===== src/rtl/alu_pkg.sv =====
`default_nettype none
// ============================================================================
//  Module  : alu_pkg
//  Brief   : Shared constants and types for the ALU operand stage: ALU
//            control codes, main-decoder op classes, R-type funct codes and
//            the registered EX control bundle.
//  Rev     : 1.0  initial release
// ============================================================================
package alu_pkg;

  localparam int DATA_W_DEF     = 32;
  localparam int REG_ADDR_W_DEF = 5;

  // 4-bit ALU control codes presented to the ALU
  localparam logic [3:0] ALU_AND     = 4'd0;
  localparam logic [3:0] ALU_OR      = 4'd1;
  localparam logic [3:0] ALU_ADD     = 4'd2;
  localparam logic [3:0] ALU_SUB     = 4'd6;
  localparam logic [3:0] ALU_SLT     = 4'd7;
  localparam logic [3:0] ALU_NOR     = 4'd12;
  localparam logic [3:0] ALU_ILLEGAL = 4'd15;

  // Main-decoder ALU op class
  typedef enum logic [1:0] {
    OP_ADD   = 2'b00,
    OP_SUB   = 2'b01,
    OP_RTYPE = 2'b10,
    OP_OR    = 2'b11
  } alu_op_e;

  // R-type funct field values
  localparam logic [5:0] FN_ADD = 6'h20;
  localparam logic [5:0] FN_SUB = 6'h22;
  localparam logic [5:0] FN_AND = 6'h24;
  localparam logic [5:0] FN_OR  = 6'h25;
  localparam logic [5:0] FN_SLT = 6'h2A;
  localparam logic [5:0] FN_NOR = 6'h27;

  // Control bundle held in the ID/EX register
  typedef struct packed {
    logic       valid;
    logic       reg_write;
    logic       mem_read;
    logic       mem_write;
    logic       alu_src;
    logic       illegal;
    logic [3:0] alu_ctrl;
  } ex_ctrl_t;

endpackage : alu_pkg
`default_nettype wire


===== src/rtl/alu_ctrl_dec.sv =====
`default_nettype none
// ============================================================================
//  Module  : alu_ctrl_dec
//  Brief   : Combinational ALU control decoder. Maps the main-decoder op
//            class and the R-type funct field onto the 4-bit ALU control
//            code; unknown R-type functs yield ALU_ILLEGAL and flag illegal.
//  Rev     : 1.0  initial release
// ============================================================================
module alu_ctrl_dec
  import alu_pkg::*;
(
  input  logic [1:0] alu_op_i,
  input  logic [5:0] funct_i,
  output logic [3:0] alu_ctrl_o,
  output logic       illegal_o
);

  // Op class selects the operation directly except for R-type, which defers to funct
  always_comb begin
    alu_ctrl_o = ALU_ADD;
    illegal_o  = 1'b0;
    case (alu_op_i)
      OP_ADD: alu_ctrl_o = ALU_ADD;
      OP_SUB: alu_ctrl_o = ALU_SUB;
      OP_OR:  alu_ctrl_o = ALU_OR;
      OP_RTYPE: begin
        case (funct_i)
          FN_ADD:  alu_ctrl_o = ALU_ADD;
          FN_SUB:  alu_ctrl_o = ALU_SUB;
          FN_AND:  alu_ctrl_o = ALU_AND;
          FN_OR:   alu_ctrl_o = ALU_OR;
          FN_SLT:  alu_ctrl_o = ALU_SLT;
          FN_NOR:  alu_ctrl_o = ALU_NOR;
          default: begin
            alu_ctrl_o = ALU_ILLEGAL;
            illegal_o  = 1'b1;
          end
        endcase
      end
      default: begin
        alu_ctrl_o = ALU_ADD;
        illegal_o  = 1'b0;
      end
    endcase
  end

endmodule : alu_ctrl_dec
`default_nettype wire


===== src/rtl/alu_operand_stage.sv =====
`default_nettype none
// ============================================================================
//  Module  : alu_operand_stage
//  Brief   : ID/EX pipeline register with ALU control decode, EX/MEM and
//            MEM/WB operand forwarding, and load-use hazard detection.
//            Register update priority: flush > hold > load-use bubble > load.
//  Rev     : 1.0  initial release
// ============================================================================
module alu_operand_stage
  import alu_pkg::*;
#(
  parameter int DATA_W     = DATA_W_DEF,
  parameter int REG_ADDR_W = REG_ADDR_W_DEF
) (
  input  logic                  clk,
  input  logic                  rst_n,
  input  logic                  id_valid,
  input  logic [DATA_W-1:0]     id_rs_data,
  input  logic [DATA_W-1:0]     id_rt_data,
  input  logic [DATA_W-1:0]     id_imm,
  input  logic [REG_ADDR_W-1:0] id_rs,
  input  logic [REG_ADDR_W-1:0] id_rt,
  input  logic [REG_ADDR_W-1:0] id_rd,
  input  logic [1:0]            id_alu_op,
  input  logic [5:0]            id_funct,
  input  logic                  id_alu_src,
  input  logic                  id_reg_write,
  input  logic                  id_mem_read,
  input  logic                  id_mem_write,
  input  logic                  ex_hold,
  input  logic                  ex_flush,
  input  logic                  mem_reg_write,
  input  logic [REG_ADDR_W-1:0] mem_rd,
  input  logic [DATA_W-1:0]     mem_result,
  input  logic                  wb_reg_write,
  input  logic [REG_ADDR_W-1:0] wb_rd,
  input  logic [DATA_W-1:0]     wb_result,
  output logic [3:0]            alu_ctrl,
  output logic [DATA_W-1:0]     alu_in1,
  output logic [DATA_W-1:0]     alu_in2,
  output logic                  ex_valid,
  output logic                  ex_reg_write,
  output logic                  ex_mem_read,
  output logic                  ex_mem_write,
  output logic [REG_ADDR_W-1:0] ex_rd,
  output logic [DATA_W-1:0]     ex_store_data,
  output logic                  ex_illegal,
  output logic                  load_use_stall
);

  // Registered state
  ex_ctrl_t               ctrl_q, ctrl_d;
  logic [REG_ADDR_W-1:0]  rs_q, rs_d;
  logic [REG_ADDR_W-1:0]  rt_q, rt_d;
  logic [REG_ADDR_W-1:0]  rd_q, rd_d;
  logic [DATA_W-1:0]      rs_data_q, rs_data_d;
  logic [DATA_W-1:0]      rt_data_q, rt_data_d;
  logic [DATA_W-1:0]      imm_q, imm_d;

  // Combinational helpers
  logic [3:0]             dec_ctrl;
  logic                   dec_illegal;
  logic                   stall;
  logic [DATA_W-1:0]      fwd_rs;
  logic [DATA_W-1:0]      fwd_rt;

  alu_ctrl_dec u_alu_ctrl_dec (
    .alu_op_i   (id_alu_op),
    .funct_i    (id_funct),
    .alu_ctrl_o (dec_ctrl),
    .illegal_o  (dec_illegal)
  );

  // Load-use hazard: a valid load in EX whose destination feeds the ID instruction.
  // rt only matters when the ID instruction actually reads it as ALU input 2.
  always_comb begin
    stall = 1'b0;
    if (!ex_hold && ctrl_q.valid && ctrl_q.mem_read && (rd_q != '0) && id_valid) begin
      stall = (rd_q == id_rs) || ((rd_q == id_rt) && !id_alu_src);
    end
  end

  // Next-state selection: flush beats hold, hold beats the load-use bubble
  always_comb begin
    ctrl_d    = ctrl_q;
    rs_d      = rs_q;
    rt_d      = rt_q;
    rd_d      = rd_q;
    rs_data_d = rs_data_q;
    rt_data_d = rt_data_q;
    imm_d     = imm_q;
    if (ex_flush || (!ex_hold && stall)) begin
      // Bubble: nothing valid, nothing writes, ALU idles on add.
      // Source addresses cleared so the bubble never matches a forward.
      ctrl_d          = '0;
      ctrl_d.alu_ctrl = ALU_ADD;
      rs_d            = '0;
      rt_d            = '0;
      rd_d            = '0;
    end else if (!ex_hold) begin
      ctrl_d.valid     = id_valid;
      ctrl_d.reg_write = id_valid & id_reg_write;
      ctrl_d.mem_read  = id_valid & id_mem_read;
      ctrl_d.mem_write = id_valid & id_mem_write;
      ctrl_d.alu_src   = id_alu_src;
      ctrl_d.illegal   = id_valid & dec_illegal;
      ctrl_d.alu_ctrl  = dec_ctrl;
      rs_d             = id_rs;
      rt_d             = id_rt;
      rd_d             = id_rd;
      rs_data_d        = id_rs_data;
      rt_data_d        = id_rt_data;
      imm_d            = id_imm;
    end
  end

  // ID/EX pipeline register, cleared asynchronously
  always_ff @(posedge clk or negedge rst_n) begin
    if (!rst_n) begin
      ctrl_q    <= '0;
      rs_q      <= '0;
      rt_q      <= '0;
      rd_q      <= '0;
      rs_data_q <= '0;
      rt_data_q <= '0;
      imm_q     <= '0;
    end else begin
      ctrl_q    <= ctrl_d;
      rs_q      <= rs_d;
      rt_q      <= rt_d;
      rd_q      <= rd_d;
      rs_data_q <= rs_data_d;
      rt_data_q <= rt_data_d;
      imm_q     <= imm_d;
    end
  end

  // rs forwarding: the younger EX/MEM result wins over MEM/WB; r0 never forwards
  always_comb begin
    fwd_rs = rs_data_q;
    if (mem_reg_write && (mem_rd != '0) && (mem_rd == rs_q)) begin
      fwd_rs = mem_result;
    end else if (wb_reg_write && (wb_rd != '0) && (wb_rd == rs_q)) begin
      fwd_rs = wb_result;
    end
  end

  // rt forwarding, same priority as rs
  always_comb begin
    fwd_rt = rt_data_q;
    if (mem_reg_write && (mem_rd != '0) && (mem_rd == rt_q)) begin
      fwd_rt = mem_result;
    end else if (wb_reg_write && (wb_rd != '0) && (wb_rd == rt_q)) begin
      fwd_rt = wb_result;
    end
  end

  assign alu_ctrl       = ctrl_q.alu_ctrl;
  assign alu_in1        = fwd_rs;
  assign alu_in2        = ctrl_q.alu_src ? imm_q : fwd_rt;
  assign ex_store_data  = fwd_rt;
  assign ex_valid       = ctrl_q.valid;
  assign ex_reg_write   = ctrl_q.reg_write;
  assign ex_mem_read    = ctrl_q.mem_read;
  assign ex_mem_write   = ctrl_q.mem_write;
  assign ex_rd          = rd_q;
  assign ex_illegal     = ctrl_q.illegal;
  assign load_use_stall = stall;

endmodule : alu_operand_stage
`default_nettype wire


===== config.mk =====
export PLATFORM = sky130hd
export DESIGN_NAME = alu_operand_stage
export DESIGN_NICKNAME = d
export VERILOG_FILES = /design/src/rtl/alu_pkg.sv /design/src/rtl/alu_ctrl_dec.sv /design/src/rtl/alu_operand_stage.sv
export SDC_FILE = /design/constraint.sdc
export NUM_CORES = 1
export LEC_CHECK = 0
export ABC_AREA = 1
export CAP_MARGIN = 20
export CORE_MARGIN = 2
export CORE_UTILIZATION = 49
export CTS_BUF_LIST = sky130_fd_sc_hd__clkbuf_8
export DETAILED_ROUTE_END_ITERATION = 7
export HOLD_SLACK_MARGIN = 0.05
export PLACE_DENSITY_LB_ADDON = 0.05
export SKIP_LAST_GASP = 1
export SLEW_MARGIN = 20
export SYNTH_ARGS = -nofsm -noshare
export SYNTH_HDL_FRONTEND = slang
export SYNTH_HIERARCHICAL = 1
export SYNTH_SLANG_ARGS = --single-unit

===== constraint.sdc =====
create_clock -name clk -period 3.44 [get_ports clk]
set_input_delay 0.688 -clock clk [delete_from_list [all_inputs] [get_ports clk]]
set_output_delay 0.688 -clock clk [all_outputs]
set_load 0.05 [all_outputs]

# Yosys cells after proc, flatten, opt, wreduce, memory -nomap -nowiden
# Cells that the tools add are included.
[totals] inputBits=204 output_inout_bits=111 ff_bits=121 word_cells=75
[op_classes] muxes=18 n_eq_ne=16 bitwise_logic=6 n_reduce_logical=22
[op_table] cell="$mux 32" n=5
[op_table] cell="$eq 6x6->1 const B" n=6
[op_table] cell="$eq 5x5->1" n=6
[op_table] cell="$mux 5" n=6
[op_table] cell="$pmux 4 s6" n=1
[op_table] cell="$mux 10" n=2
[op_table] cell="$pmux 4 s4" n=1
[op_table] cell="$reduce_bool 5->1" n=3
[op_table] cell="$logic_and 1x1->1" n=12
[op_table] cell="$reduce_or 6->1" n=1
[op_table] cell="$and 1x1->1" n=4
[op_table] cell="$eq 2x2->1 const B" n=2
[op_table] cell="$mux 1" n=3
[op_table] cell="$eq 2x1->1 const B" n=1
[op_table] cell="$logic_not 1->1" n=2
[op_table] cell="$logic_not 2->1" n=1
[op_table] cell="$logic_or 1x1->1" n=2
[op_table] cell="$ne 2x1->1 const B" n=1
[op_table] cell="$not 1->1" n=2
[op_table] cell="$reduce_and 2->1" n=1

# Depth between registers and ports, before layout
# Gate-level depths: netlist (run 1).
[depth] depth_word=10 ltp_mapped=12 mapped_depth_nobuf=10

# Cells and area by module
# The synthesis (run 1) kept the hierarchy.
[modules_own_cells] mod="alu_operand_stage" seq_area_each_um2=3027.9 cells_per_inst=1134 area_per_inst_um2=7780.0 n_inst=1
[modules_own_cells] mod="alu_ctrl_dec" seq_area_each_um2=0.0 cells_per_inst=37 area_per_inst_um2=181.4 n_inst=1

# Worst setup path after synthesis (run 1)
# No wires, ideal clock.
[synth_path] kind="input to output" startpoint="input port mem_rd[0]" endpoint="output port alu_in1[11]" t_required_ns=2.752 t_arrival_ns=2.531 path_stages=6 n_path_buf=1 path_slack_ns=0.221 cell_sequence="xnor2_1 > nand2_1 > nor3_2 > nand3_2 > clkbuf_1 > o21ai_0"
[synth_via] elab_chain_cells=4 elab_cells_between_ends=5 classes_between="eq/ne: 1; mux: 1; reduce/logical: 3"
[synth_lines] item="start: declaration" line_no="alu_operand_stage.sv:33" source="input logic [REG_ADDR_W-1:0] mem_rd,"
[synth_lines] item="$reduce_bool 5->1" line_no="alu_operand_stage.sv:141" source="if (mem_reg_write && (mem_rd != '0) && (mem_rd == rs_q)) begin"
[synth_lines] item="$logic_and 1x1->1" line_no="alu_operand_stage.sv:141"
[synth_lines] item="$logic_and 1x1->1 *" line_no="alu_operand_stage.sv:141"
[synth_lines] item="$mux 32 *" line_no="alu_operand_stage.sv:141"
[synth_lines] item="end: declaration" line_no="alu_operand_stage.sv:39" source="output logic [DATA_W-1:0] alu_in1,"
# Every way passes the cells marked *; elsewhere a longest branch is shown, timed or not.

# Final worst setup path (run 1)
[layout_path] startpoint="input port mem_rd[0]" endpoint="output port alu_in1[3]"
# The elaborated chain is that of the path after synthesis.

==> results.json, run 1 <==
{
  "dp_hpwl_um": 20100,
  "postPlaceCellArea_mm2": 0.0114,
  "drc": 0,
  "grt_util_all_layers_pct": 33.3,
  "placedCellCount": 1646,
  "synth_edf_count": 0,
  "grt_pass1_wl_um": 45900,
  "place.port_buffers": 314,
  "cts_sinks": 121,
  "fp.dieW_um": 131,
  "critPathMaxFanout": 42,
  "worstSetupPathType": "in2out",
  "worst_pin_slew_ps": 790,
  "rsz0062_at_grt": "no",
  "period_share_pct": 97.6,
  "tns_ps": 0,
  "cts-resized-gates": 0,
  "fin_cells": 1679,
  "syn_avg_cell_area_um2": 6.80,
  "via_per_inst": 5.35,
  "dr.pass1.iters": 5,
  "cts_root_buf": "clkbuf_8",
  "intPower_mw": 3.29,
  "num_rows": 46,
  "nets": 1653,
  "clock_power_share_pct": 27.7,
  "cp_cell_sequence": "clkdlybuf4s50_1 -> xnor2_1 -> nand2_1 -> nor3_2 -> nand3_2 -> buf_12 -> o21ai_0 -> buf_12",
  "critical_path_buf_inv_count": 3,
  "holdBufCountCts": 0,
  "seqPwrFrac_pct": 31.8,
  "seq_area_frac_synth_pct": 38.0,
  "worstSetupStartpointType": "input port",
  "layout_commonest_cell": "nand2_1",
  "cap_violations": 0,
  "die-area_mm2": 0.0173,
  "ant_nets": 0,
  "p_leak_nw": 6.15,
  "min_path_type": "in2async",
  "combPwrFrac_pct": 40.5,
  "finalHoldViolations": 0,
  "grt_max_degree": 101,
  "synth_ff_type": "dfrtp_1",
  "setup_viol": 0,
  "wl_per_cell_um": 17.1,
  "fin_crit_ps": 3360,
  "fin_area_mm2": 0.0119,
  "clockBufferDepth": 2,
  "cts_tree": "built",
  "holdWs_ps": 265,
  "crit_path_max_incr_delay_ps": 540,
  "status": "complete, no violations",
  "routed_wl_um": 28700,
  "end_kind": "output pin",
  "drtIter0Drc": 834,
  "slew_headroom_pct": 47.3,
  "final_max_slew_viol_count": 0,
  "cp.arrival_ps": 2670,
  "crit_required_ps": 2750,
  "cts_buffers": 17,
  "area_delta_synth_final_pct": 49.2,
  "clkLatencyLatePin_ps": 440,
  "p_sw_share_pct": 37.5,
  "skew_ps": 10.4,
  "path_delay_family": "buffers and inverters",
  "worst_path_max_delay_cell": "clkdlybuf4s50_1",
  "syn_area_mm2": 0.00796,
  "ys_async_sr_fraction_pct": 100,
  "htree_num_levels": 4,
  "layout-drive-gt1-share_pct": 12.2,
  "synth_fp_nets": 1375,
  "die_h_um": 131,
  "top_layer": "met4",
  "synth_warnings": 6,
  "crit_top_cell": "buf_12",
  "cellPowerDensity_mw_per_mm2": 443,
  "met2_length_um": 13900,
  "postCtsSetupRepairBufs": 0,
  "path_clk_slew_ps": 70,
  "fmax_mhz": 298,
  "gp_congestion": 0.893,
  "overflow": 0,
  "routed-via-count": 8983,
  "syn-instance-count": 1171,
  "power_mw": 5.27,
  "ioPinCount": 315,
  "final_cell_mix": "382 x nand2_1, 278 x nand3_1, 216 x clkdlybuf4s50_1",
  "core-area_mm2": 0.0159,
  "antenna_found_initial": 2,
  "start_util_pct": 50.1,
  "wl_met1_um": 11000,
  "grt_pass1_vias": 8909,
  "route.met3.wl_um": 2880,
  "switching_power_mw": 1.98,
  "synth_cell_types": 30,
  "synth_seq_cells": 121,
  "peakVddDrop_mv": 0.277
}
## registers in the layout, indices dropped and copies added (netlist names), 4 cells and up
signal / cells
rt_data_q: 32
alu_ctrl: 4
rs_data_q: 32
rs_q: 5
imm_q: 32
ex_rd: 5
rt_q: 5
## cells by family (layout without fill, tap and decap cells)
kind of cell | count (synthesis) | count (layout) | synth area share [%]
simple gates | 772 | 772 | 44.2
buf+inv | 206 | 496 | 11.9
flops | 121 | 121 | 38.0
compound gates | 46 | 46 | 3.08
xor+xnor | 26 | 26 | 2.86
other cells | 0 | 2 | 0
## routing by layer
| metal | vias up | global-route usage, % |
|---|---|---|
| met5 | - | 0 |
| met4 | 0 | 13.9 |
| met3 | 62 | 9.53 |
| met2 | 446 | 56.0 |
| met1 | 4163 | 40.1 |
| li1 | 4312 | - |
## power by group through the flow
stage,registers (mW),logic [mW],clock network (mW)
floorplan,1.69,1.20,0
global placement,1.69,2.11,0
detailed placement,1.70,2.13,0
CTS,1.67,2.14,1.48
global route,1.69,2.26,1.53
finish,1.67,2.13,1.46
## metrics by stage
step / worst slack (ps) / utilization (%)
6_report: 81.9 / 74.8
3_3_place_gp: 79.3 / 71.9
2_1_floorplan: 221 / -
5_1_grt: 1.40 / 74.8
3_5_place_dp: 52.3 / 71.9
4_1_cts: 55.2 / 74.7
## synth_stat cells, types with 2 or more instances
master | count | share of area, %
dfrtp_1 | 121 | 38
nand2_1 | 383 | 18
buf_4 | 5 | 0.47
xor2_1 | 16 | 1.8
clkbuf_1 | 22 | 1.0
inv_2 | 2 | 0.094
nand3b_1 | 2 | 0.19
buf_6 | 14 | 2.0
nor3_2 | 2 | 0.25
buf_1 | 5 | 0.24
nand3_1 | 278 | 17
buf_2 | 38 | 2.4
nor2_4 | 2 | 0.28
nor2_1 | 23 | 1.1
o21ai_0 | 23 | 1.4
xnor2_1 | 10 | 1.1
a21oi_2 | 2 | 0.22
nor2_2 | 5 | 0.39
o21ai_1 | 19 | 1.2
inv_1 | 120 | 5.7
and2_1 | 32 | 2.5
nand3_2 | 2 | 0.25
nand4_1 | 38 | 3.0
## area by class of cell
type	count	area, µm²
flip-flops and latches	121	3030
inverters	122	458
clock buffers	19	262
clock inverters	12	181
multi-input cells	844	4030
diodes	2	5.00
repair buffers	343	3640
well taps	216	270
fillers	1316	4010
## worst paths after layout
| check | slack [ps] | start | depth (start not counted) | to |
|---|---|---|---|---|
| min in group clk | 470 | imm_q[31] | 2 | imm_q[31] |
| max in group asynchronous | 2450 | rst_n | 2 | rs_data_q[13] |
| min | 270 | rst_n | 1 | rt_data_q[22] |
| max | 80 | mem_rd[0] | 8 | alu_in1[3] |
| max reg2reg | 1500 | ex_rd[0] | 9 | imm_q[20] |
| min reg2reg | 470 | imm_q[31] | 2 | imm_q[31] |
(Power assumes the default switching activity.)
==> run 2: changes to the inputs <==
--- a/config.mk
+++ b/config.mk
@@ -19,3 +19,4 @@
 export SYNTH_HDL_FRONTEND = slang
 export SYNTH_HIERARCHICAL = 1
 export SYNTH_SLANG_ARGS = --single-unit
+export TNS_END_PERCENT = 20
==> results of run 2 <==
No change in the layout: final DEF, timing and power equal those of run 1.
